File: src/rtl/rangefinder_leds_pkg.sv
// Shared widths and types for the rangefinder LED driver.
package rangefinder_leds_pkg;

    localparam int PWM_W = 4;
    localparam int LED_N = 8;

    typedef logic [PWM_W-1:0] led_level_t;
    typedef logic [LED_N-1:0] led_vec_t;

    localparam led_level_t PWM_MAX = '1;

endpackage

File: src/rtl/rangefinder_leds_prescaler.sv
// Clock divider for the LED PWM: step tick, 16-step PWM counter and
// the period-wrap strobe (tick on which the PWM counter rolls 15->0).
module rangefinder_leds_prescaler
    import rangefinder_leds_pkg::*;
#(
    parameter int PWM_DIV = 64
) (
    input  logic       clk,
    input  logic       reset_n,
    output logic       tick,
    output logic       wrap,
    output led_level_t pwm_cnt
);

    localparam int DIV_W = (PWM_DIV > 1) ? $clog2(PWM_DIV) : 1;
    localparam logic [DIV_W-1:0] DIV_LAST = DIV_W'(PWM_DIV - 1);

    logic [DIV_W-1:0] div_cnt;

    assign tick = (div_cnt == DIV_LAST);
    assign wrap = tick && (pwm_cnt == PWM_MAX);

    always_ff @(posedge clk or negedge reset_n) begin
        if (!reset_n) begin
            div_cnt <= '0;
            pwm_cnt <= '0;
        end else if (tick) begin
            div_cnt <= '0;
            pwm_cnt <= pwm_cnt + led_level_t'(1);
        end else begin
            div_cnt <= div_cnt + DIV_W'(1);
        end
    end

endmodule

File: src/rtl/rangefinder_leds_driver.sv
// LED pin driver: global PWM dimming, per-LED blink and registered output.
// Optional per-LED fading is built when RANGEFINDER_LEDS_FADE_EN is defined.
module rangefinder_leds_driver
    import rangefinder_leds_pkg::*;
#(
    parameter int PWM_DIV    = 64,
    parameter int BLINK_DIV  = 32,
    parameter bit ACTIVE_LOW = 1'b0
) (
    input  logic             clk,
    input  logic             reset_n,
    input  logic [LED_N-1:0] led_in,
    input  logic [LED_N-1:0] blink_mask,
    input  logic [PWM_W-1:0] duty,
    output logic [LED_N-1:0] led_out,
    output logic             period_start
);

    localparam int BW = (BLINK_DIV > 1) ? $clog2(BLINK_DIV) : 1;
    localparam logic [BW-1:0] BLINK_LAST = BW'(BLINK_DIV - 1);
    localparam led_vec_t POL = ACTIVE_LOW ? '1 : '0;

    logic       tick;
    logic       wrap;
    led_level_t pwm_cnt;
    led_level_t duty_q;
    logic [BW-1:0] blink_cnt;
    logic       blink_phase;

    logic [LED_N-1:0][PWM_W-1:0] target;
    logic [LED_N-1:0][PWM_W-1:0] level;
    led_vec_t   on_vec;

    rangefinder_leds_prescaler #(
        .PWM_DIV (PWM_DIV)
    ) u_prescaler (
        .clk     (clk),
        .reset_n (reset_n),
        .tick    (tick),
        .wrap    (wrap),
        .pwm_cnt (pwm_cnt)
    );

    // duty is only taken at the period boundary so a pulse is never cut short
    always_ff @(posedge clk or negedge reset_n) begin
        if (!reset_n) begin
            duty_q       <= '0;
            blink_cnt    <= '0;
            blink_phase  <= 1'b1;
            period_start <= 1'b0;
        end else begin
            period_start <= wrap;
            if (wrap) begin
                duty_q <= duty;
                if (blink_cnt == BLINK_LAST) begin
                    blink_cnt   <= '0;
                    blink_phase <= ~blink_phase;
                end else begin
                    blink_cnt <= blink_cnt + BW'(1);
                end
            end
        end
    end

    always_comb begin
        target = '0;
        for (int i = 0; i < LED_N; i++) begin
            target[i] = led_in[i] ? duty_q : '0;
        end
    end

`ifdef RANGEFINDER_LEDS_FADE_EN
    function automatic led_level_t step_toward(input led_level_t cur, input led_level_t tgt);
        if (cur < tgt) begin
            return cur + led_level_t'(1);
        end else if (cur > tgt) begin
            return cur - led_level_t'(1);
        end
        return cur;
    endfunction

    always_ff @(posedge clk or negedge reset_n) begin
        if (!reset_n) begin
            level <= '0;
        end else if (wrap) begin
            for (int i = 0; i < LED_N; i++) begin
                level[i] <= step_toward(level[i], target[i]);
            end
        end
    end
`else
    always_comb begin
        level = target;
    end
`endif

    always_comb begin
        on_vec = '0;
        for (int i = 0; i < LED_N; i++) begin
            on_vec[i] = (pwm_cnt < level[i]) && (!blink_mask[i] || blink_phase);
        end
    end

    // output register stage: polarity applied at the pin
    always_ff @(posedge clk or negedge reset_n) begin
        if (!reset_n) begin
            led_out <= POL;
        end else begin
            led_out <= on_vec ^ POL;
        end
    end

endmodule

File: config.mk
export PLATFORM = sky130hd
export DESIGN_NAME = rangefinder_leds_driver
export DESIGN_NICKNAME = d
export VERILOG_FILES = /design/src/rtl/rangefinder_leds_pkg.sv /design/src/rtl/rangefinder_leds_prescaler.sv /design/src/rtl/rangefinder_leds_driver.sv
export SDC_FILE = /design/constraint.sdc
export NUM_CORES = 1
export LEC_CHECK = 0
export BUFFER_PORTS_ARGS = -buffer_cell sky130_fd_sc_hd__buf_2
export CAP_MARGIN = 20
export CORE_ASPECT_RATIO = 1.25
export CORE_MARGIN = 2
export CORE_UTILIZATION = 45
export DETAILED_ROUTE_END_ITERATION = 12
export PLACE_DENSITY_LB_ADDON = 0.15
export SYNTH_ARGS = -nofsm -noshare
export SYNTH_HDL_FRONTEND = slang
export SYNTH_SLANG_ARGS = --single-unit
File: constraint.sdc
create_clock -name clk -period 1.9 [get_ports clk]
set_input_delay 0.095 -clock clk [delete_from_list [all_inputs] [get_ports clk]]
set_output_delay 0.095 -clock clk [all_outputs]
set_load 0.05 [all_outputs]
### Word level (Yosys, flattened, before mapping)

Cells that the tools add are included.

| word-level totals | value |
|---|---|
| logic and storage cells | 58 |
| bits in registers | 29 |

| operators by class | value |
|---|---|
| $lt $le $gt $ge | 8 |
| eq/ne operators | 3 |
| bitwise logic cells | 1 |
| mux-type cells | 10 |
| reduce and logical (&&, ||, !) cells | 26 |
| $add $sub $neg | 3 |

Operators with widths:

| operator | count |
|---|---|
| less-than comparator 4 bit | 8 |
| 2-to-1 mux 4 bit | 8 |
| logical AND 1 bit | 9 |
| zero test 1 bit | 8 |
| logical OR 1 bit | 8 |
| adder 6 x 1 -> 6 bit (second input constant) | 1 |
| equality test 6 bit (second input constant) | 1 |
| 2-to-1 mux 6 bit | 1 |
| adder 5 x 1 -> 5 bit (second input constant) | 1 |
| equality test 5 bit (second input constant) | 1 |
| 2-to-1 mux 5 bit | 1 |
| adder 4 x 1 -> 4 bit (second input constant) | 1 |
| equality test 4 bit (second input constant) | 1 |
| AND reduction 2 bit | 1 |
| inverter 1 bit | 1 |

### Longest topological paths before layout

Gate-level depths: netlist of run 1.

| depth | value |
|---|---|
| word-level depth | 3 |
| depth in mapped cells | 6 |
| gate-level depth less buffers | 6 |

### Modules after synthesis

A second synthesis of run 1 with hierarchy kept.

| unflattened totals | value |
|---|---|
| cell total of the unflattened synthesis | 170 |
| area total of the unflattened synthesis | 1761.7 um2 |

Modules (own cells, without submodules):

| module | cells each | instances | sequential area each (um2) | area an instance (um2) |
|---|---|---|---|---|
| rangefinder_leds_driver | 135 | 1 | 476.7 | 1310.0 |
| rangefinder_leds_prescaler | 35 | 1 | 250.2 | 451.7 |

### Worst setup path before layout of run 1

OpenSTA, ideal clock, no wires.

| timing path | value |
|---|---|
| kind | register to register |
| start point | reg u_prescaler.pwm_cnt[1] |
| end point | reg blink_cnt[1] |
| cell stages (with the launch flop) | 6 |
| data required time | 1775 ps |
| slack | 245 ps |
| clock period less this slack | 1655 ps |
| arrival | 1530 ps |
| setup time | 125 ps |
| buffers on the path | 0 |
| cell sequence | dfrtp_1 ha_1 nand4_1 or2_4 clkinv_4 mux2_4 |

| between the ends | value |
|---|---|
| cells in the longest elaborated chain, start to end | 2 |

RTL lines:

| what | RTL line | text |
|---|---|---|
| start: declaration | rangefinder_leds_prescaler.sv:12 | `output led_level_t pwm_cnt` |
| start signal: assignment | rangefinder_leds_prescaler.sv:29 | `pwm_cnt <= pwm_cnt + led_level_t'(1);` |
| equality test 4 bit | rangefinder_leds_prescaler.sv:21 | `assign wrap = tick && (pwm_cnt == PWM_MAX);` |
| logical AND 1 bit | rangefinder_leds_prescaler.sv:21 |  |
| net u_prescaler.wrap | rangefinder_leds_prescaler.sv:11 | `output logic wrap,` |
| end signal: assignment | rangefinder_leds_driver.sv:59 | `blink_cnt <= blink_cnt + BW'(1);` |
| end: declaration | rangefinder_leds_driver.sv:27 | `logic [BW-1:0] blink_cnt;` |

The timed path passes the listed nets, and every way through them passes these cells.
A chain may end at the register's enable or synchronous reset.

### Final worst setup path of run 1

| timing path | value |
|---|---|
| start point | reg u_prescaler.div_cnt[0] |
| end point | reg duty_q[3] |

| between the ends | value |
|---|---|
| cells in the longest elaborated chain, start to end | 2 |

RTL lines:

| what | RTL line | text |
|---|---|---|
| start: declaration | rangefinder_leds_prescaler.sv:18 | `logic [DIV_W-1:0] div_cnt;` |
| start signal: assignment | rangefinder_leds_prescaler.sv:31 | `div_cnt <= div_cnt + DIV_W'(1);` |
| equality test 6 bit | rangefinder_leds_prescaler.sv:20 | `assign tick = (div_cnt == DIV_LAST);` |
| logical AND 1 bit | rangefinder_leds_prescaler.sv:21 |  |
| net u_prescaler.wrap | rangefinder_leds_prescaler.sv:11 |  |
| end signal: assignment | rangefinder_leds_driver.sv:54 | `duty_q <= duty;` |
| end: declaration | rangefinder_leds_driver.sv:26 | `led_level_t duty_q;` |

The timed path passes the listed nets, and every way through them passes these cells.

==> summary.md, run 1 <==
| Metric | Value |
|---|---|
| Total power draw | `roughly 1.2 mW` |
| NumNets Final | `253` |
| Die area | `between 4000 and 5000 um^2` |
| R2R setup slack | `around 0.17 ns` |
| Non-Filler Instances | `between 200 and 300` |
| Crit end category | `register` |
| Filler instances | `between 300 and 400` |
| Synthesized area | `around 1800 um^2` |
| Synth top area share | `approximately two fifths` |
| Register Area | `roughly 730 um^2` |
| Main combinational cell family by area after synthesis | `adder cells` |
| GRT Residual Overflow | `0` |
| Routability congestion estimate | `~0.77` |
| Vias in the first global route | `roughly 1400` |
| Initial antenna violation count | `0` |
| Period utilization | `~91%` |
| Post-CTS Setup Bufs | `0` |
| Hold WC Path Type | `primary input to register` |
| Slew @ Worst Pin | `about 0.64 ns` |
| Total Routing Usage GR | `a little under a fifth` |
| Startpoint Class | `register` |
| Synth Warn # | `0` |
| Clock root buffer | `clkbuf_8` |
| Critical path's slowest cell | `dfrtp_1` |
| Arrival @ worst endpoint | `around 1.9 ns` |
| Post-Synth Simple-Gate Area | `between 10 and 15%` |
| Total wire length | `approximately 3900 um` |
| Worst rel slew slack | `57.47%` |
| Clock sink count | `29` |
| Setup TNS | `0 ns` |
| DIE WIDTH | `60.68 um` |
| CTS tree | `yes` |
| Gate Count Post-Synth | `about 170` |
| Final setup vio count | `0` |
| Worst EP required | `between 2 and 2.5 ns` |
| Power Density | `554.5 nW/um^2` |
| Core ar. | `between 3000 and 4000 um^2` |
| Hold Buf Count CTS | `1` |
| Detailed Place HPWL | `2805 um` |
| DR DRC count | `0` |
| Clk slew on worst S/H paths | `0.06 ns` |
| Post-synthesis mux area share | `roughly 5.6%` |
| Initial DRT Pass Iterations | `4` |
| Total of max-cap violations | `0` |
| Vias | `1412` |
| Post-synthesis net count | `about 220` |
| Slew Viols, Final | `0` |
| Pre-CTS setup slack | `~0.18 ns` |
| Clock skew | `about 0.0026 ns` |
| Commonest cells in the netlist | `28 x dfrtp_1, 28 x ha_1, 26 x nand2_1` |
| Compound-gate portion of the synthesized area | `14.40%` |
| Final ANT Viol Nets | `0` |
| Drt initial violations | `56` |
| Die height | `roughly 75 um` |
| Setup WS post-layout | `~0.17 ns` |
| Hold Vio Cnt, Final | `0` |
| Minimum clock period after layout | `1.730 ns` |
| Initial Util | `a little under half` |
| Pin count of the biggest net entering global routing | `30` |
| Cells along the critical path | `ha_1 -> nand4_2 -> or2_4 -> clkinv_4 -> mux2_4` |
| Largest cells by area after synthesis | `dfrtp_1 39%, ha_1 19%, nand2_1 5.4%` |
| Most used DFF post-synth | `dfrtp_1` |
| Peak supply drop | `about 0.35 mV` |
| Async S/R FF share, synth | `100.0%` |
| Num rows | `25` |
| Ant. Diodes | `0` |
| CP peak stage delay | `approximately 0.40 ns` |
| Area grow syn2layout | `18.21%` |
| Xor/xnor cell area share of the yosys netlist | `3.393%` |
| Status | `finished clean` |
| Mean area per synthesized cell | `10.88 um^2` |
| Seq/Total Area, Yosys | `40.24%` |
| Post-CTS sizing | `0` |
| Insertion delay to the later sink of the worst-skew pair | `between 0.2 and 0.3 ns` |
| Crit Path Max Fanout | `7` |
| Multi-input gate area | `1041 um^2` |
| Total CTS buffers | `5` |
| Critical path class | `register to register` |
| Netlist cell types | `31` |
| RSZ-0062 raised after global routing | `false` |
| Wire per inst | `roughly 15 um` |
| Share of layout cells above drive strength 1 | `25.98%` |
| Number of synthesized flops with an enable pin | `0` |
| Leakage power | `around 1.0 nW` |
| Synth Register Bits | `29` |
| Synth area leader | `dfrtp_1` |
| I/O pin count | `31` |
| Fmax | `between 500 and 600 MHz` |
| I/O Buffers | `30` |
| Placed cells | `249` |
| Max clock buf depth | `2` |
| CTS H-tree depth | `2` |
| Adder-cell share of the synthesized area | `between 15 and 20%` |
| Global-route wire length before repair | `6341 um` |
| Routed vias/inst | `about 5.5` |
[layout by cell type, fill, tap and decap left out, types with 4 or more instances in the layout]
cell      synthesis  routed
buf_2             0      30
ha_1             28      28
dfrtp_1          28      28
nand2_1          26      26
a21o_1            9       9
a31oi_1           9       9
nand3b_1          8       8
a221o_1           8       8
mux2_4            6       6
clkbuf_8          0       6
xor2_1            5       5
nand3_1           4       4
nor2_1            4       4
o31ai_1           4       4
buf_4             0       4
[power by group]
group          internal (mW)  leakage, nW  total, mW  switching, mW
registers              0.618        0.387      0.618              0
clock network          0.295       0.0455      0.515          0.221
logic                 0.0244        0.572     0.0512         0.0268
[critical path, delay by kind of cell, from the launching register on]
kind | cells | cell delay [ns]
adders and majority gates | 1 | 0.29
buffers and inverters | 1 | 0.10
DFF | 1 | 0.40
muxes | 1 | 0.30
and+or+nand+nor | 2 | 0.53
[flip-flops by register name, indices dropped and copies added (netlist names)]
signal / cells
duty_q: 4
u_prescaler.pwm_cnt: 4
blink_phase: 1
u_prescaler.div_cnt: 6
blink_cnt: 5
led_out: 8
period_start: 1
[worst paths after layout]
| check | to | cells after the start | startpoint |
|---|---|---|---|
| setup / recovery | duty_q[3]$_DFFE_PN0P_ | 5 | u_prescaler.div_cnt[0]$_DFF_PN0_ |
| setup reg to reg | duty_q[3]$_DFFE_PN0P_ | 5 | u_prescaler.div_cnt[0]$_DFF_PN0_ |
| min in group asynchronous | u_prescaler.div_cnt[2]$_DFF_PN0_ | 2 | reset_n |
| hold / removal | duty_q[0]$_DFFE_PN0P_ | 2 | duty[0] |
| max in group asynchronous | u_prescaler.pwm_cnt[2]$_DFFE_PN0N_ | 2 | reset_n |
| hold reg to reg | u_prescaler.div_cnt[0]$_DFF_PN0_ | 1 | u_prescaler.div_cnt[0]$_DFF_PN0_ |
[layout make-up]
cell class                 instances  area share [%]
clock buffer                       8           4.218
inverter                           4          0.9373
sequential                        29           34.04
timing repair buffer              35           8.904
multi-input combinational        128           48.74
tap                               54           3.163
[metrics by stage]
step	hold slack (ns)	instance area, um^2	utilization, %
global route	0.04379	2136	55.97
finish	0.04856	2136	55.97
CTS	0.04022	2136	55.97
global placement	0.1610	2036	53.34
detailed placement	0.1595	2036	53.34
floorplan	-0.2006	1807	-
[per-layer routing]
metal	global-route usage, %	wire (um)	part of all wire [%]
met1	22.52	1749	45
met2	31.54	1842	48
met3	4.467	190	4.9
met4	9.420	89	2.3
met5	0	0	0
[logic make-up (layout without fill, tap and decap cells)]
logic type	Yosys count	in the layout
fa+ha+maj	28	28
simple gates	53	53
mux	7	7
buf+inv	9	47
flops	29	29
xor+xnor	7	7
compound gates	33	33
Note: power is estimated with default switching activity, not from simulation.
==> run 2: changes to the inputs <==
CELL_PAD_IN_SITES_DETAIL_PLACEMENT = 1   (was not set)
CELL_PAD_IN_SITES_GLOBAL_PLACEMENT = 2   (was not set)
CORE_UTILIZATION = 36   (was 45)
==> run 2 against run 1 <==
Register-to-register slack hardly changed. Critical path depth stayed put. Critical path type unchanged. Utilization decreased by 11 points. Clock skew increased by 0.0016 ns. Clock power fell by 4.9%. Die area up 23%.
==> summary.md, run 2 (synthesis results as in run 1) <==
| Metric | Value |
|---|---|
| Max clock buf depth | `2` |
| Clk slew on worst S/H paths | `0.06 ns` |
| Vias | `between 1000 and 1500` |
| Total Routing Usage GR | `18.08%` |
| Slew @ Worst Pin | `0.6745 ns` |
| Commonest non-fill, non-tap cell in the layout | `buf_2` |
| Most flops, register | `led_out` |
| DR DRC count | `0` |
| Cells along the critical path | `ha_1 -> nand4_2 -> or2_4 -> clkinv_4 -> mux2_4` |
| Initial DRT Pass Iterations | `4` |
| Most frequent cells in the layout | `30 x buf_2, 28 x ha_1, 28 x dfrtp_1, 26 x nand2_1` |
| Minimum clock period after layout | `~1.7 ns` |
| Power Density | `about 540 nW/um^2` |
| I/O pin count | `31` |
| Worst EP required | `around 2.1 ns` |
| Hold Startpoint | `duty[2]` |
| Critical path class | `register to register` |
| Crit end category | `register` |
| Die area | `approximately 5600 um^2` |
| Fmax | `around 570 MHz` |
| Final ANT Viol Nets | `0` |
| Insertion delay to the later sink of the worst-skew pair | `between 0.2 and 0.3 ns` |
| CTS tree | `yes` |
| Vias in the first global route | `roughly 1600` |
| Die height | `around 83 um` |
| Routed vias/inst | `between 5 and 6` |
| RSZ-0062 raised after global routing | `false` |
| Max FFs per register | `8` |
| Worst rel slew slack | `between 50% and 60%` |
| Final setup vio count | `0` |
| Drt initial violations | `45` |
| NumNets Final | `254` |
| Setup WS post-layout | `0.1548 ns` |
| Total wire length | `about 4500 um` |
| Total CTS buffers | `5` |
| Total of max-cap violations | `0` |
| R2r endpoint | `duty_q[1]$_DFFE_PN0P_` |
| Final Util | `approximately 45%` |
| Wire per inst | `~17 um` |
| Setup TNS | `0 ns` |
| Arrival @ worst endpoint | `1.91 ns` |
| Hold Path Depth | `2` |
| CP peak stage delay | `between 0.4 and 0.5 ns` |
| Detailed Place HPWL | `between 3000 and 4000 um` |
| DIE WIDTH | `about 67 um` |
| Ant. Diodes | `0` |
| Period utilization | `91.85%` |
| Area grow syn2layout | `18.63%` |
| Num rows | `28` |
| Worst r2r src | `u_prescaler.div_cnt[0]$_DFF_PN0_` |
| Hold Vio Cnt, Final | `0` |
| CTS H-tree depth | `2` |
| Largest registers | `led_out (8), u_prescaler.div_cnt (6), blink_cnt (5)` |
| Startpoint Class | `register` |
| R2R setup slack | `between 0.15 and 0.2 ns` |
| Worst Hold Path EP | `duty_q[2]$_DFFE_PN0P_` |
| GRT Residual Overflow | `0` |
| Share of layout cells above drive strength 1 | `between 20% and 30%` |
| Initial antenna violation count | `0` |
| Slew Viols, Final | `0` |
| Core ar. | `4800 um^2` |
| Hold WC Path Type | `primary input to register` |
| Critical path's slowest cell | `dfrtp_1` |
| Leakage power | `approximately 1 nW` |
| Initial Util | `between 30% and 40%` |
| Worst Reg-to-Reg Cells | `5` |
| I/O Buffers | `30` |
| Clock sink count | `29` |
| Status | `finished clean` |
| Global-route wire length before repair | `~7700 um` |
| Routability congestion estimate | `~0.75` |
| Post-CTS Setup Bufs | `0` |
| Clock skew | `roughly 0.0042 ns` |
| Clock root buffer | `clkbuf_8` |
| Pin count of the biggest net entering global routing | `30` |
| Pre-CTS setup slack | `around 0.14 ns` |
| Crit Path Max Fanout | `7` |
| Total power draw | `between 1 and 1.5 mW` |
| Peak supply drop | `~0.21 mV` |
-- run 2: metal layers --
| layer | vias to the layer above | share of wire, % | GRT usage, % |
|---|---|---|---|
| li1 | 688 | - | - |
| met1 | 720 | 44 | 21.39 |
| met2 | 32 | 51 | 31.41 |
| met3 | 8 | 3.6 | 3.794 |
| met4 | 0 | 1.7 | 6.122 |
| met5 | - | 0 | 0 |
-- run 2: worst max path at each step --
| stage | start | endpoint | slack (ns) | cells after the start |
|---|---|---|---|---|
| floorplan | u_prescaler.pwm_cnt[1]$_DFFE_PN0N_ | blink_cnt[1]$_DFFE_PN0P_ | 0.24 | 5 |
| global placement | u_prescaler.div_cnt[0]$_DFF_PN0_ | blink_cnt[1]$_DFFE_PN0P_ | 0.22 | 5 |
| detailed placement | u_prescaler.div_cnt[0]$_DFF_PN0_ | duty_q[1]$_DFFE_PN0P_ | 0.14 | 5 |
| CTS | u_prescaler.div_cnt[0]$_DFF_PN0_ | duty_q[1]$_DFFE_PN0P_ | 0.13 | 5 |
| global route | u_prescaler.div_cnt[0]$_DFF_PN0_ | duty_q[1]$_DFFE_PN0P_ | 0.03 | 5 |
| finish | u_prescaler.div_cnt[0]$_DFF_PN0_ | duty_q[1]$_DFFE_PN0P_ | 0.15 | 5 |
-- run 2: layout make-up --
cell class,count,area (um^2)
sequential,29,726.9
inverter,4,20.02
tap,60,75.07
timing repair buffer,36,197.7
multi-input combinational,128,1041
fill,560,2656
clock buffer,6,72.57
clock inverter,2,10.01
-- run 2: through the flow --
step                std cells  area (um^2)  hold WS, ns
finish                    265         2143      0.05226
global route              265         2143      0.04044
CTS                       265         2143      0.03955
detailed placement        256         2051       0.1709
global placement          256         2051       0.1678
floorplan                 166         1807      -0.2006
-- run 2: report_power, final --
group          internal (mW)  total [mW]  switching [mW]
logic                 0.0244      0.0534          0.0290
registers              0.618       0.618               0
clock network          0.253       0.490           0.236
-- run 2: timing repair --
| action | 4_1_cts | 5_1_grt |
|---|---|---|
| hold endpoints to repair | 28 | 0 |
| gates resized for setup | 0 | 0 |
| hold buffers | 1 | 0 |
-- run 2: critical path: cells and delay by family (launching register included) --
family,cells,cell delay (ns)
flip-flops,1,0.41
AND/OR/NAND/NOR,2,0.53
adder cells (fa/ha/maj),1,0.29
multiplexers,1,0.30
buffers and inverters,1,0.10
